### config.mk
export PLATFORM = sky130hd
export DESIGN_NAME = random_spawn_sched
export DESIGN_NICKNAME = d
export VERILOG_FILES = /design/src/rtl/random_spawn_sched.sv
export SDC_FILE = /design/constraint.sdc
export NUM_CORES = 1
export LEC_CHECK = 0
export BUFFER_PORTS_ARGS = -buffer_cell sky130_fd_sc_hd__buf_4
export CORE_MARGIN = 1.5
export CORE_UTILIZATION = 55
export CTS_CLUSTER_DIAMETER = 200
export DETAILED_ROUTE_END_ITERATION = 8
export GPL_ROUTABILITY_DRIVEN = 0
export PLACE_DENSITY = 0.81
export SLEW_MARGIN = 10
export SYNTH_ARGS = -nofsm -noshare
export SYNTH_HDL_FRONTEND = slang
export SYNTH_SLANG_ARGS = --single-unit
### constraint.sdc
create_clock -name clk_i -period 7.73 [get_ports clk_i]
set_clock_uncertainty 0.05 [all_clocks]
set_input_delay 0.3865 -clock clk_i [delete_from_list [all_inputs] [get_ports clk_i]]
set_output_delay 0.3865 -clock clk_i [all_outputs]
set_load 0.01 [all_outputs]
### src/rtl/random_spawn_sched.sv
// random_spawn_sched: requests a random sample from the generator, clamps it,
// maps it to a spawn X pixel, and offers it to the spawner over valid/ready.
// Requests are paced in video frames.
// Optional feature macro: NO_REPEAT_EN. When it is defined, a sample equal to
// the last accepted value is re-requested. After MAX_RETRY attempts the value
// is bumped by one instead.

module random_spawn_sched #(
    parameter int SIZE_BITS  = 5,
    parameter int MIN_VAL    = 0,
    parameter int MAX_VAL    = 12,
    parameter int X_BASE     = 320,
    parameter int X_STEP     = 24,
    parameter int X_LIMIT    = 639,
    parameter int GAP_FRAMES = 4
`ifdef NO_REPEAT_EN
    ,
    parameter int MAX_RETRY  = 3
`endif
) (
    input  logic                 clk_i,
    input  logic                 resetN_i,
    input  logic                 enable_i,
    input  logic                 startOfFrame_i,
    input  logic [SIZE_BITS-1:0] rnd_in_i,
    output logic                 rise_req_o,
    output logic                 spawn_valid_o,
    input  logic                 spawn_ready_i,
    output logic [10:0]          spawn_x_o,
    output logic [7:0]           spawn_count_o,
    output logic                 busy_o
);

    typedef enum logic [2:0] {
        ST_IDLE,
        ST_REQ,
        ST_CAP,
        ST_MAP,
        ST_OFFER,
        ST_GAP
`ifdef NO_REPEAT_EN
        ,
        ST_REST
`endif
    } state_t;

    state_t                 state_q, state_d;
    logic [7:0]             gap_q, gap_d;
    logic [SIZE_BITS-1:0]   val_q, val_d;
    logic                   rise_req_q, rise_req_d;
    logic                   spawn_valid_q, spawn_valid_d;
    logic [10:0]            spawn_x_q, spawn_x_d;
    logic [7:0]             spawn_count_q, spawn_count_d;
    logic                   busy_q, busy_d;

`ifdef NO_REPEAT_EN
    logic [7:0]             retry_q, retry_d;
    logic [SIZE_BITS-1:0]   last_q, last_d;
    logic                   lastValid_q, lastValid_d;
    logic [SIZE_BITS-1:0]   bumpVal;
`endif

    int                     sampleInt;
    logic [SIZE_BITS-1:0]   clampVal;
    logic [15:0]            xWide;
    logic [10:0]            xSat;
    logic                   accept;

    assign accept = spawn_valid_q & spawn_ready_i;

    // Clamp the generator sample into the legal [MIN_VAL, MAX_VAL] range
    always_comb begin
        sampleInt = int'(rnd_in_i);
        if (sampleInt > MAX_VAL) begin
            clampVal = SIZE_BITS'(MAX_VAL);
        end else if (sampleInt < MIN_VAL) begin
            clampVal = SIZE_BITS'(MIN_VAL);
        end else begin
            clampVal = rnd_in_i;
        end
`ifdef NO_REPEAT_EN
        bumpVal = (clampVal == SIZE_BITS'(MAX_VAL)) ? SIZE_BITS'(MIN_VAL)
                                                    : clampVal + SIZE_BITS'(1);
`endif
    end

    // Map the captured value to a pixel column and saturate at the screen edge
    always_comb begin
        xWide = 16'(X_BASE) + 16'(int'(val_q) - MIN_VAL) * 16'(X_STEP);
        xSat  = (xWide > 16'(X_LIMIT)) ? 11'(X_LIMIT) : xWide[10:0];
    end

    // State and datapath registers, all cleared by the asynchronous reset
    always_ff @(posedge clk_i or negedge resetN_i) begin
        if (!resetN_i) begin
            state_q       <= ST_IDLE;
            gap_q         <= '0;
            val_q         <= '0;
            rise_req_q    <= 1'b0;
            spawn_valid_q <= 1'b0;
            spawn_x_q     <= '0;
            spawn_count_q <= '0;
            busy_q        <= 1'b0;
`ifdef NO_REPEAT_EN
            retry_q       <= '0;
            last_q        <= '0;
            lastValid_q   <= 1'b0;
`endif
        end else begin
            state_q       <= state_d;
            gap_q         <= gap_d;
            val_q         <= val_d;
            rise_req_q    <= rise_req_d;
            spawn_valid_q <= spawn_valid_d;
            spawn_x_q     <= spawn_x_d;
            spawn_count_q <= spawn_count_d;
            busy_q        <= busy_d;
`ifdef NO_REPEAT_EN
            retry_q       <= retry_d;
            last_q        <= last_d;
            lastValid_q   <= lastValid_d;
`endif
        end
    end

    // Next-state logic; enable low aborts every state except an open offer
    always_comb begin
        state_d = state_q;
        gap_d   = gap_q;
        val_d   = val_q;
`ifdef NO_REPEAT_EN
        retry_d     = retry_q;
        last_d      = last_q;
        lastValid_d = lastValid_q;
`endif
        case (state_q)
            ST_IDLE: begin
                if (enable_i) state_d = ST_REQ;
            end
            ST_REQ: begin
                state_d = enable_i ? ST_CAP : ST_IDLE;
            end
            ST_CAP: begin
                if (!enable_i) begin
                    state_d = ST_IDLE;
                end else begin
                    val_d   = clampVal;
                    state_d = ST_MAP;
`ifdef NO_REPEAT_EN
                    if (lastValid_q && (clampVal == last_q)) begin
                        if (retry_q < 8'(MAX_RETRY)) begin
                            retry_d = retry_q + 8'd1;
                            state_d = ST_REST;
                        end else begin
                            val_d = bumpVal;
                        end
                    end
                    if (state_d == ST_MAP) retry_d = '0;
`endif
                end
            end
`ifdef NO_REPEAT_EN
            ST_REST: begin
                state_d = enable_i ? ST_REQ : ST_IDLE;
            end
`endif
            ST_MAP: begin
                state_d = enable_i ? ST_OFFER : ST_IDLE;
            end
            ST_OFFER: begin
                if (accept) begin
                    gap_d   = 8'(GAP_FRAMES);
                    state_d = enable_i ? ST_GAP : ST_IDLE;
`ifdef NO_REPEAT_EN
                    last_d      = val_q;
                    lastValid_d = 1'b1;
`endif
                end
            end
            ST_GAP: begin
                if (!enable_i) begin
                    state_d = ST_IDLE;
                end else if (gap_q == 8'd0) begin
                    state_d = ST_REQ;
                end else if (startOfFrame_i) begin
                    gap_d = gap_q - 8'd1;
                end
            end
            default: state_d = ST_IDLE;
        endcase
    end

    // Registered outputs derived from the upcoming state
    always_comb begin
        rise_req_d    = (state_d == ST_REQ);
        spawn_valid_d = (state_d == ST_OFFER);
        busy_d        = (state_d != ST_IDLE);
        spawn_x_d     = spawn_x_q;
        spawn_count_d = spawn_count_q;
        if ((state_q == ST_MAP) && (state_d == ST_OFFER)) spawn_x_d = xSat;
        if ((state_q == ST_OFFER) && accept) spawn_count_d = spawn_count_q + 8'd1;
    end

    assign rise_req_o    = rise_req_q;
    assign spawn_valid_o = spawn_valid_q;
    assign spawn_x_o     = spawn_x_q;
    assign spawn_count_o = spawn_count_q;
    assign busy_o        = busy_q;

endmodule

Yosys cells after proc, flatten, opt, wreduce, memory -nomap -nowiden
Cells that the tools add are included.
{ "classes": {"muxes": 16, "eq_ne": 11, "addsub": 3, "n_lt_le_gt_ge": 2, "multipliers": 1, "n_reduce_logical": 8, "bitwise": 1} }
{ "ops": {"columns": ["cell", "count"], "rows": [
  ["8-bit 2-to-1 mux", 4],
  ["3-bit 2-to-1 mux", 6],
  ["3-bit case mux with 6 select lines", 1],
  ["8-bit case mux with 2 select lines", 1],
  ["9-bit by 10-bit adder with 11-bit output, first input constant", 1],
  ["11-bit by 10-bit greater-than comparator with 1-bit output, second input constant", 1],
  ["11-bit 2-to-1 mux", 1],
  ["3-bit == test, second input constant", 3],
  ["8-bit by 1-bit adder with 8-bit output, second input constant", 1],
  ["8-bit zero test", 1],
  ["2-bit inequality test, second input constant", 4],
  ["8-bit by 1-bit subtractor with 8-bit output, second input constant", 1],
  ["5-bit by 2-bit multiplier with 7-bit output, second input constant", 1],
  ["3-bit by 1-bit == test with 1-bit output, second input constant", 2],
  ["3-bit by 2-bit == test with 1-bit output, second input constant", 2],
  ["5-bit by 4-bit greater-than comparator with 1-bit output, second input constant", 1],
  ["5-bit 2-to-1 mux", 1],
  ["5-bit AND reduction", 1],
  ["2-bit 2-to-1 mux", 2],
  ["3-bit zero test", 1],
  ["3-bit nonzero test", 1],
  ["1-bit logical AND", 2],
  ["2-bit AND reduction", 1],
  ["2-bit nonzero test", 1],
  ["1-bit bitwise AND", 1]
]} }
{ "totals": {"in_bits": 10, "elab_cells": 50, "out_inout_bits": 22, "reg_bits": 38} }

Longest topological paths before layout
Gate-level depths: netlist of the first run.
{ "logic_depth": {"word_depth": 6, "depth_mapped": 11, "depth_no_buf": 11} }

Worst setup path before layout of the first run
OpenSTA, ideal clock, no wires.
{ "synth_path": {"path_type": "flip-flop to flip-flop", "from": "reg val_q[1]", "to": "reg spawn_x_q[3], in the netlist spawn_x_o[3]", "t_arrival_ns": 2.313, "period_less_slack_ns": 2.453, "stages_incl_launch_ff": 11, "setup_slack_ns": 5.277, "n_path_buf": 0, "required_ns": 7.590, "setup_ns": 0.090, "cell_sequence": "dfrtp_1 -> ha_1 -> a21o_1 -> a21o_1 -> xnor2_1 -> inv_1 -> ha_1 -> nor2_1 -> or3_1 -> o211a_1 -> o221ai_1"} }
{ "synth_between": {"elab_chain_cells": 4} }
{ "synth_rtl": {"columns": ["item", "line", "rtl"], "rows": [
  ["from (decl)", "49", "logic [SIZE_BITS-1:0] val_q, val_d;"],
  ["from (signal assigned)", "112", "val_q <= val_d;"],
  ["5-bit by 2-bit multiplier with 7-bit output", "89", "xWide = 16'(X_BASE) + 16'(int'(val_q) - MIN_VAL) * 16'(X_STEP);"],
  ["9-bit by 10-bit adder with 11-bit output", "89", null],
  ["11-bit by 10-bit greater-than comparator with 1-bit output", "90", "xSat = (xWide > 16'(X_LIMIT)) ? 11'(X_LIMIT) : xWide[10:0];"],
  ["11-bit 2-to-1 mux", "90", null],
  ["to (signal assigned)", "115", "spawn_x_q <= spawn_x_d;"],
  ["to (decl)", "52", "logic [10:0] spawn_x_q, spawn_x_d;"]
]} }
Every way passes these cells.
A chain may end at the register's enable or synchronous reset.

Worst setup path after layout of the first run
{ "layout_path": {"from": "reg val_q[1]", "to": "reg spawn_x_q[6], in the netlist spawn_x_o[6]"} }
{ "layout_between": {"elab_chain_cells": 4} }
{ "layout_rtl": {"columns": ["item", "line"], "rows": [
  ["5-bit by 2-bit multiplier with 7-bit output *", "89"],
  ["9-bit by 10-bit adder with 11-bit output *", "89"],
  ["11-bit by 10-bit greater-than comparator with 1-bit output", "90"],
  ["11-bit 2-to-1 mux *", "90"]
]} }
Every way passes the cells marked *; elsewhere a longest branch is shown, timed or not.

==> results of run 1 <==
[flip-flops by register name (all words and copies together), names as in the netlist]
| register | cells |
|---|---|
| spawn_x_o | 9 |
| gap_q | 8 |
| spawn_count_o | 8 |
| val_q | 5 |
| state_q | 3 |
| busy_o | 1 |
| rise_req_o | 1 |
| spawn_valid_o | 1 |
[routing by layer]
| metal | vias to the layer above | routed length (um) | GRT usage |
|---|---|---|---|
| met4 | 0 | 38 | 0.0750 |
| met5 | - | 0 | 0 |
| met2 | 32 | 1590 | 0.305 |
| met1 | 725 | 1840 | 0.300 |
| li1 | 775 | - | - |
| met3 | 5 | 146 | 0.0432 |
[tightest hold or removal path, cell delays in order]
cell and delay, ns:
buf_4 0.08, o21ai_0 0.06, o21ai_0 0.06
[through the flow]
stage	cells	cell area [sq um]	util	setup slack, ns
2_1_floorplan	204	1960	-	5.28
3_3_place_gp	274	2210	0.658	5.17
3_5_place_dp	274	2210	0.658	5.06
4_1_cts	283	2280	0.679	5.02
5_1_grt	283	2280	0.679	4.84
6_report	283	2280	0.679	5.01
[worst max path at each step]
stage	start	to	slack, ns	cells past startpoint
6_report	val_q[1]	spawn_x_o[6]	5.01	10
5_1_grt	val_q[1]	spawn_x_o[2]	4.84	10
4_1_cts	val_q[1]	spawn_x_o[2]	5.02	10
3_5_place_dp	val_q[1]	spawn_x_o[2]	5.06	10
3_3_place_gp	val_q[1]	spawn_x_o[6]	5.17	10
2_1_floorplan	val_q[1]	spawn_x_o[3]	5.28	10
[power by group through the flow]
stage / clock network [mW] / logic (mW) / registers [mW]
4_1_cts: 0.103 / 0.538 / 0.326
2_1_floorplan: 0 / 0.401 / 0.322
3_5_place_dp: 0 / 0.533 / 0.329
6_report: 0.101 / 0.541 / 0.324
3_3_place_gp: 0 / 0.519 / 0.325
5_1_grt: 0.112 / 0.603 / 0.339
[cells by family (layout without fill, tap and decap cells)]
group / after synthesis / after routing / synth area share
DFF: 36 / 36 / 0.461
xor gates and xnor gates: 15 / 15 / 0.0672
buffers and inverters: 19 / 52 / 0.0409
AOI/OAI and AO/OA: 47 / 47 / 0.157
adders and majority gates: 12 / 12 / 0.0806
and+or+nand+nor: 75 / 75 / 0.194
[synth_stat cells (all sizes together) (2+ instances only)]
master and number:
and3 2, xor2 2, a31oi 2, nand3 9, dfrtp 36, a21oi 12, nor3 5, inv 11
nand4 3, o22ai 3, o21ai 17, clkbuf 5, nor2 18, ha 11, o221ai 3, or2 2
and2 4, or3 4, nand2b 2, buf 3, nand2 18, a21o 3, xnor2 13, nor2b 2
[cell type report]
class / count / share of cell area
repair buffers: 33 / 0.110
multi-input cells: 149 / 0.427
flip-flops and latches: 36 / 0.395
well taps: 46 / 0.0252
clock buffers: 8 / 0.0258
inverters: 11 / 0.0181
==> results.tsv, run 1 <==
metric	value	unit
status	finished, final reports clean	
critPathMaxStageDelay	0.44	ns
grt_pass1_wl	6410	um
fmax	0.368	GHz
fin_crit	2.72	ns
final_common_cell	dfrtp_1	
pwr-share-clk	0.105	
hold_ws	0.243	ns
seq_area	901	sq um
p_int	0.546	mW
p_per_area	423	nW/um^2
yosys.area.top_type	dfrtp_1	
vias	1537	
synth_top_area_frac	0.461	
grt_pass1_vias	1435	
overflow	0	
hold_buffers	1	
p_leak	1.10	nW
setup_viol	0	
drc	0	
wl_per_cell	12.8	um
start_kind	flop	
crit_arrival	2.90	ns
synth-edff-count	0	
combinationalPowerShare	0.560	
r2r_slack	5.01	ns
cts_buffers	5	
design.die.area	3920	sq um
netlist_top_cells_area	dfrtp_1 46%, ha_1 7.0%, xnor2_1 5.8%	
io_buffers	31	
post_route_cells_drive_above_1_share	0.181	
cts_tree	done	
r2r_end	spawn_x_o[6]	
critPathMaxFanout	5	
rsz0062_at_grt	false	
cts-resized-gates	0	
synth_flop_cell	dfrtp_1	
worstPathRequired	7.92	ns
totalWireLength	3610	um
total_power	0.966	mW
hold_violations	0	
postCtsSetupBuffers	0	
netlist_area	1960	sq um
ioPinCount	32	
endpoint_kind	flop	
slew_viol_final	0	
maxSlewHeadroom	0.633	
synth.distinct_cells	40	
layout_common_cells	36 x dfrtp_1, 32 x buf_4, 18 x nand2_1, 18 x nor2_1, 16 x o21ai_0	
h-tree-depth	2	
via_per_inst	5.43	
timing.rr.start	val_q[1]	
ys_async_sr_fraction	1.00	
multi_input_area	975	sq um
final.period_utilization	0.352	
ff2ff_path_depth	10	
cp_cell_sequence	ha_1, a21o_1, a21o_1, xnor2_1, inv_1, ha_1, nor2_1, or3_1, o211a_1, o221ai_1	
nFillCells	277	
synth-seq-cells	36	
hp-class	in -> reg	
cts_sinks	36	
ir_worst_vdd	0.252	mV
cts-root-buf	clkbuf_4	
ant_nets	0	
drv_cap	0	
p_sw	0.420	mW
synth.avg_cell_area	9.59	sq um
holdPathStages	3	
cpMaxStageDelayCell	dfrtp_1	
synth_warnings	0	
worst_pin_slew	0.549	ns
drt_iter0_drc	89	
hp-start	rnd_in_i[3]	
areaGrowthSynthToFinish	16.8	%
die_w	62.6	um
clk_pin_slew	0.10	ns
antenna_found_initial	0	
critical_path_class	reg -> reg	
holdPathEnd	val_q[3]	
grt_usage	0.206	
synth-seq-area-share	0.461	
initial_core_util	0.581	
first_pass_iters	4	
syn_nets	226	
path_buf_inv	1	
die-height	62.6	um
fin_nets	258	
n_antenna_cell	0	
clk_path_buf_depth	2	
worstSkewPairLatency	0.33	ns
switching_share	0.435	
synthCells	204	
coreArea	3360	sq um
grt_max_degree	37	
sequentialPowerShare	0.336	
dp_hpwl	2700	um
num_rows	21	
crit_family	compound AO/OA/AOI/OAI gates	
setup_tns	0	ns
No activity file was read; power rests on OpenSTA's default activity.
==> run 2: changes to the inputs <==
- clock period: 7.73 -> 2.75 ns (I/O delays scaled with it)
==> results.tsv, run 2 (synthesis gave the netlist of run 1 again) <==
metric	value	unit
sequentialPowerShare	0.325	
multi_input_area	978	sq um
grt_usage	0.226	
initial_core_util	0.581	
p_leak	1.13	nW
areaGrowthSynthToFinish	19.7	%
dp_worst_setup_slack	0.111	ns
hold_ws	0.00580	ns
drt_iter0_drc	68	
first_pass_iters	4	
grt_max_degree	37	
worst_pin_slew	0.513	ns
final.period_utilization	0.961	
endpoint_kind	flop	
critPathMaxFanout	5	
grt_pass1_wl	7010	um
ff2ff_path_depth	10	
fin_nets	264	
via_per_inst	5.41	
critPathMaxStageDelay	0.44	ns
die_w	62.6	um
cts-root-buf	clkbuf_4	
seq_area	902	sq um
setup_viol	0	
vias	1563	
p_sw	1.22	mW
ant_nets	0	
switching_share	0.436	
clk_path_buf_depth	2	
pwr-share-clk	0.105	
cts_tree	done	
final_common_cell	buf_4	
combinationalPowerShare	0.570	
p_per_area	1200	nW/um^2
design.die.area	3920	sq um
n_antenna_cell	0	
worstSkewPairLatency	0.35	ns
largest_reg_flops	9	
start_kind	flop	
totalWireLength	4000	um
coreArea	3360	sq um
cts_buffers	5	
cp_cell_sequence	ha_1, a21o_1, a21o_1, xnor2_1, inv_1, ha_1, nor2_1, or3_1, o211a_1, o221ai_1	
path_buf_inv	1	
maxSlewHeadroom	0.657	
dp_hpwl	2850	um
fin_cells	289	
wl_per_cell	13.8	um
crit_family	compound AO/OA/AOI/OAI gates	
h-tree-depth	2	
grt_pass1_vias	1488	
hold_violations	0	
drc	0	
layout_common_cells	36 x buf_4, 35 x dfrtp_1, 18 x nand2_1, 18 x nor2_1, 16 x o21ai_0	
slew_viol_final	0	
cp_num_cells	10	
crit_arrival	2.84	ns
antenna_found_initial	0	
critical_path_class	reg -> reg	
overflow	0	
ir_worst_vdd	0.828	mV
fin_crit	2.64	ns
ioPinCount	32	
io_buffers	31	
num_rows	21	
die-height	62.6	um
cpMaxStageDelayCell	dfrtp_2	
holdPathStages	3	
finalWorstSetupSlack	0.108	ns
dp.cells	276	
status	finished, final reports clean	
p_int	1.58	mW
fmax	0.378	GHz
clk_pin_slew	0.10	ns
cts_sinks	36	
worstPathRequired	2.95	ns
drv_cap	0	
hp-class	in -> reg	
post_route_cells_drive_above_1_share	0.210	
nFillCells	288	
## run 2: cell types whose count changed in the layout (fill, tap and decap cells not counted)
| cell | before | now |
|---|---|---|
| dfrtp_2 | 0 | 1 |
| buf_4 | 32 | 36 |
| o21ai_1 | 1 | 0 |
| dfrtp_1 | 36 | 35 |
| clkbuf_1 | 2 | 0 |
| dlygate4sd3_1 | 1 | 3 |
| clkinv_2 | 0 | 2 |
| o21ai_2 | 0 | 1 |
## run 2: layout make-up
type | count | area share
flip-flops and latches | 36 | 0.385
clock buffers | 6 | 0.0219
clock inverters | 2 | 0.00428
inverters | 11 | 0.0176
multi-input cells | 149 | 0.418
well taps | 46 | 0.0246
repair buffers | 39 | 0.128
## run 2: power by group through the flow
stage          clock network [mW]  registers (mW)  logic, mW
3_5_place_dp                    0           0.926       1.54
3_3_place_gp                    0           0.914       1.50
2_1_floorplan                   0           0.906       1.13
4_1_cts                     0.301           0.917       1.55
5_1_grt                     0.325           0.942       1.78
6_report                    0.295           0.910       1.60
## run 2: timing repair
item / in CTS / in global routing
setup endpoints to repair: 0 / 5
hold buffers: 3 / 0
buffers inserted: 0 / 2
hold endpoints to repair: 38 / 0
gates resized for setup: 0 / 2
## run 2: path summary, 6_finish.rpt
kind | start | end | slack [ns]
min in group asynchronous | resetN_i | spawn_count_o[7] | 0.22
max in group asynchronous | resetN_i | val_q[1] | 2.08
max reg2reg | val_q[1] | spawn_x_o[3] | 0.11
max | val_q[1] | spawn_x_o[3] | 0.11
min | rnd_in_i[4] | val_q[3] | 0.006
min reg2reg | spawn_count_o[7] | spawn_count_o[7] | 0.43
## run 2: worst min-delay path: cells and delay by family
| family | cells | cell delay [ns] |
|---|---|---|
| buffers and inverters | 1 | 0.09 |
| AOI/OAI and AO/OA | 2 | 0.13 |
## run 2: through the flow
step	util	area, sq um	setup TNS (ns)	total power, mW
6_report	0.696	2340	0	2.80
4_1_cts	0.690	2320	0	2.77
2_1_floorplan	-	1960	0	2.03
3_5_place_dp	0.663	2230	0	2.46
5_1_grt	0.696	2340	-0.00938	3.05
3_3_place_gp	0.663	2230	0	2.41
## run 2: layer usage
metal | global-route usage | vias to the layer above | part of all wire
li1 | - | 789 | -
met1 | 0.299 | 732 | 0.47
met2 | 0.371 | 37 | 0.47
met3 | 0.0541 | 5 | 0.044
met4 | 0.0667 | 0 | 0.014
met5 | 0 | - | 0
==> run 3: changes to the inputs <==
- PLACE_DENSITY: 0.81 -> 0.78
==> results.tsv, run 3 (synthesis gave the netlist of run 1 again) <==
metric	value	unit
status	finished, final reports clean	
design.die.area	3920	sq um
largest_reg_flops	9	
placed_cell_area	2220	sq um
final_common_cell	buf_4	
crit_arrival	2.83	ns
grt_pass1_vias	1503	
cts_buffers	5	
grt_usage	0.209	
clk_path_buf_depth	2	
n_antenna_cell	0	
die-height	62.6	um
maxSlewHeadroom	0.631	
critPathMaxFanout	5	
seq_area	901	sq um
fin_crit	2.64	ns
holdPathStages	3	
finalWorstSetupSlack	0.111	ns
p_per_area	1260	nW/um^2
overflow	0	
h-tree-depth	2	
r2r_end	spawn_x_o[6]	
slew_viol_final	0	
post_route_cells_drive_above_1_share	0.215	
totalWireLength	3760	um
endpoint_kind	flop	
start_kind	flop	
via_per_inst	5.51	
grt_max_degree	37	
hp-class	in -> reg	
layout_common_cells	38 x buf_4, 36 x dfrtp_1, 18 x nand2_1, 18 x nor2_1, 16 x o21ai_0	
ant_nets	0	
hold_violations	0	
p_leak	1.16	nW
io_buffers	31	
grt_pass1_wl	6600	um
timing.rr.start	val_q[1]	
multi_input_area	993	sq um
r2r_slack	0.11	ns
drc	0	
ioPinCount	32	
dp_worst_setup_slack	0.0979	ns
fmax	0.379	GHz
nFillCells	264	
die_w	62.6	um
clk_pin_slew	0.11	ns
cts_tree	done	
vias	1608	
worstPathRequired	2.95	ns
design_area	2390	sq um
cts_sinks	36	
dp_hpwl	2590	um
first_pass_iters	4	
final.period_utilization	0.960	
critical_path_class	reg -> reg	
antenna_found_initial	0	
setup_viol	0	
wl_per_cell	12.9	um
initial_core_util	0.581	
num_rows	21	
hp-start	rnd_in_i[4]	
coreArea	3360	sq um
hold_ws	0.0130	ns
drt_iter0_drc	99	
areaGrowthSynthToFinish	22.5	%
holdPathEnd	val_q[3]	
fin_nets	267	
worstSkewPairLatency	0.33	ns
ir_worst_vdd	0.657	mV
ff2ff_path_depth	10	
worst_pin_slew	0.553	ns
drv_cap	0	
cts-root-buf	clkbuf_4	
run 3: critical path, cell delays in order (launching register included):
cell and delay (ns):
dfrtp_1 0.42, ha_1 0.30, a21o_1 0.21, a21o_1 0.22, xnor2_2 0.20, inv_1 0.09
ha_1 0.32, nor2_1 0.04, or3_1 0.38, o211a_4 0.17, o221ai_1 0.16
run 3: layout make-up:
| type | instances | share of cell area |
|---|---|---|
| timing repair buffer | 42 | 0.136 |
| sequential | 36 | 0.376 |
| tap | 46 | 0.0240 |
| clock buffer | 6 | 0.0172 |
| clock inverter | 2 | 0.0146 |
| multi-input combinational | 149 | 0.415 |
| inverter | 11 | 0.0172 |
run 3: how the worst max path moves through the flow:
stage | from | endpoint | slack [ns] | depth (start not counted)
floorplan | val_q[1] | spawn_x_o[3] | 0.30 | 10
global placement | val_q[1] | spawn_x_o[3] | 0.18 | 10
detailed placement | val_q[1] | spawn_x_o[6] | 0.1 | 10
CTS | val_q[1] | spawn_x_o[6] | 0.07 | 10
global route | val_q[1] | spawn_x_o[6] | -0.03 | 10
finish | val_q[1] | spawn_x_o[6] | 0.11 | 10
run 3: layer usage:
| layer | wire length [um] | GRT usage |
|---|---|---|
| met1 | 1830 | 0.295 |
| met2 | 1680 | 0.320 |
| met3 | 215 | 0.0523 |
| met4 | 34 | 0.0639 |
| met5 | 0 | 0 |
run 3: repair_timing:
action | CTS | global route
endpoints found under the hold margin | 39 | 0
endpoints found under the setup margin | 0 | 5
setup buffers | 0 | 5
resized for setup | 0 | 3
hold buffers | 4 | 0
run 3: power breakdown:
group	leakage [nW]	switching [mW]	internal, mW
sequential	0.470	0.187	0.718
combinational	0.645	0.905	0.842
clock	0.0422	0.173	0.191
run 3: per-stage QoR:
stage	utilization	total power [mW]	TNS [ns]	cells
floorplan	-	2.03	0	204
global placement	0.661	2.40	0	275
detailed placement	0.661	2.44	0	275
CTS	0.695	2.81	0	287
global route	0.712	3.27	-0.0658	292
finish	0.712	3.02	0	292
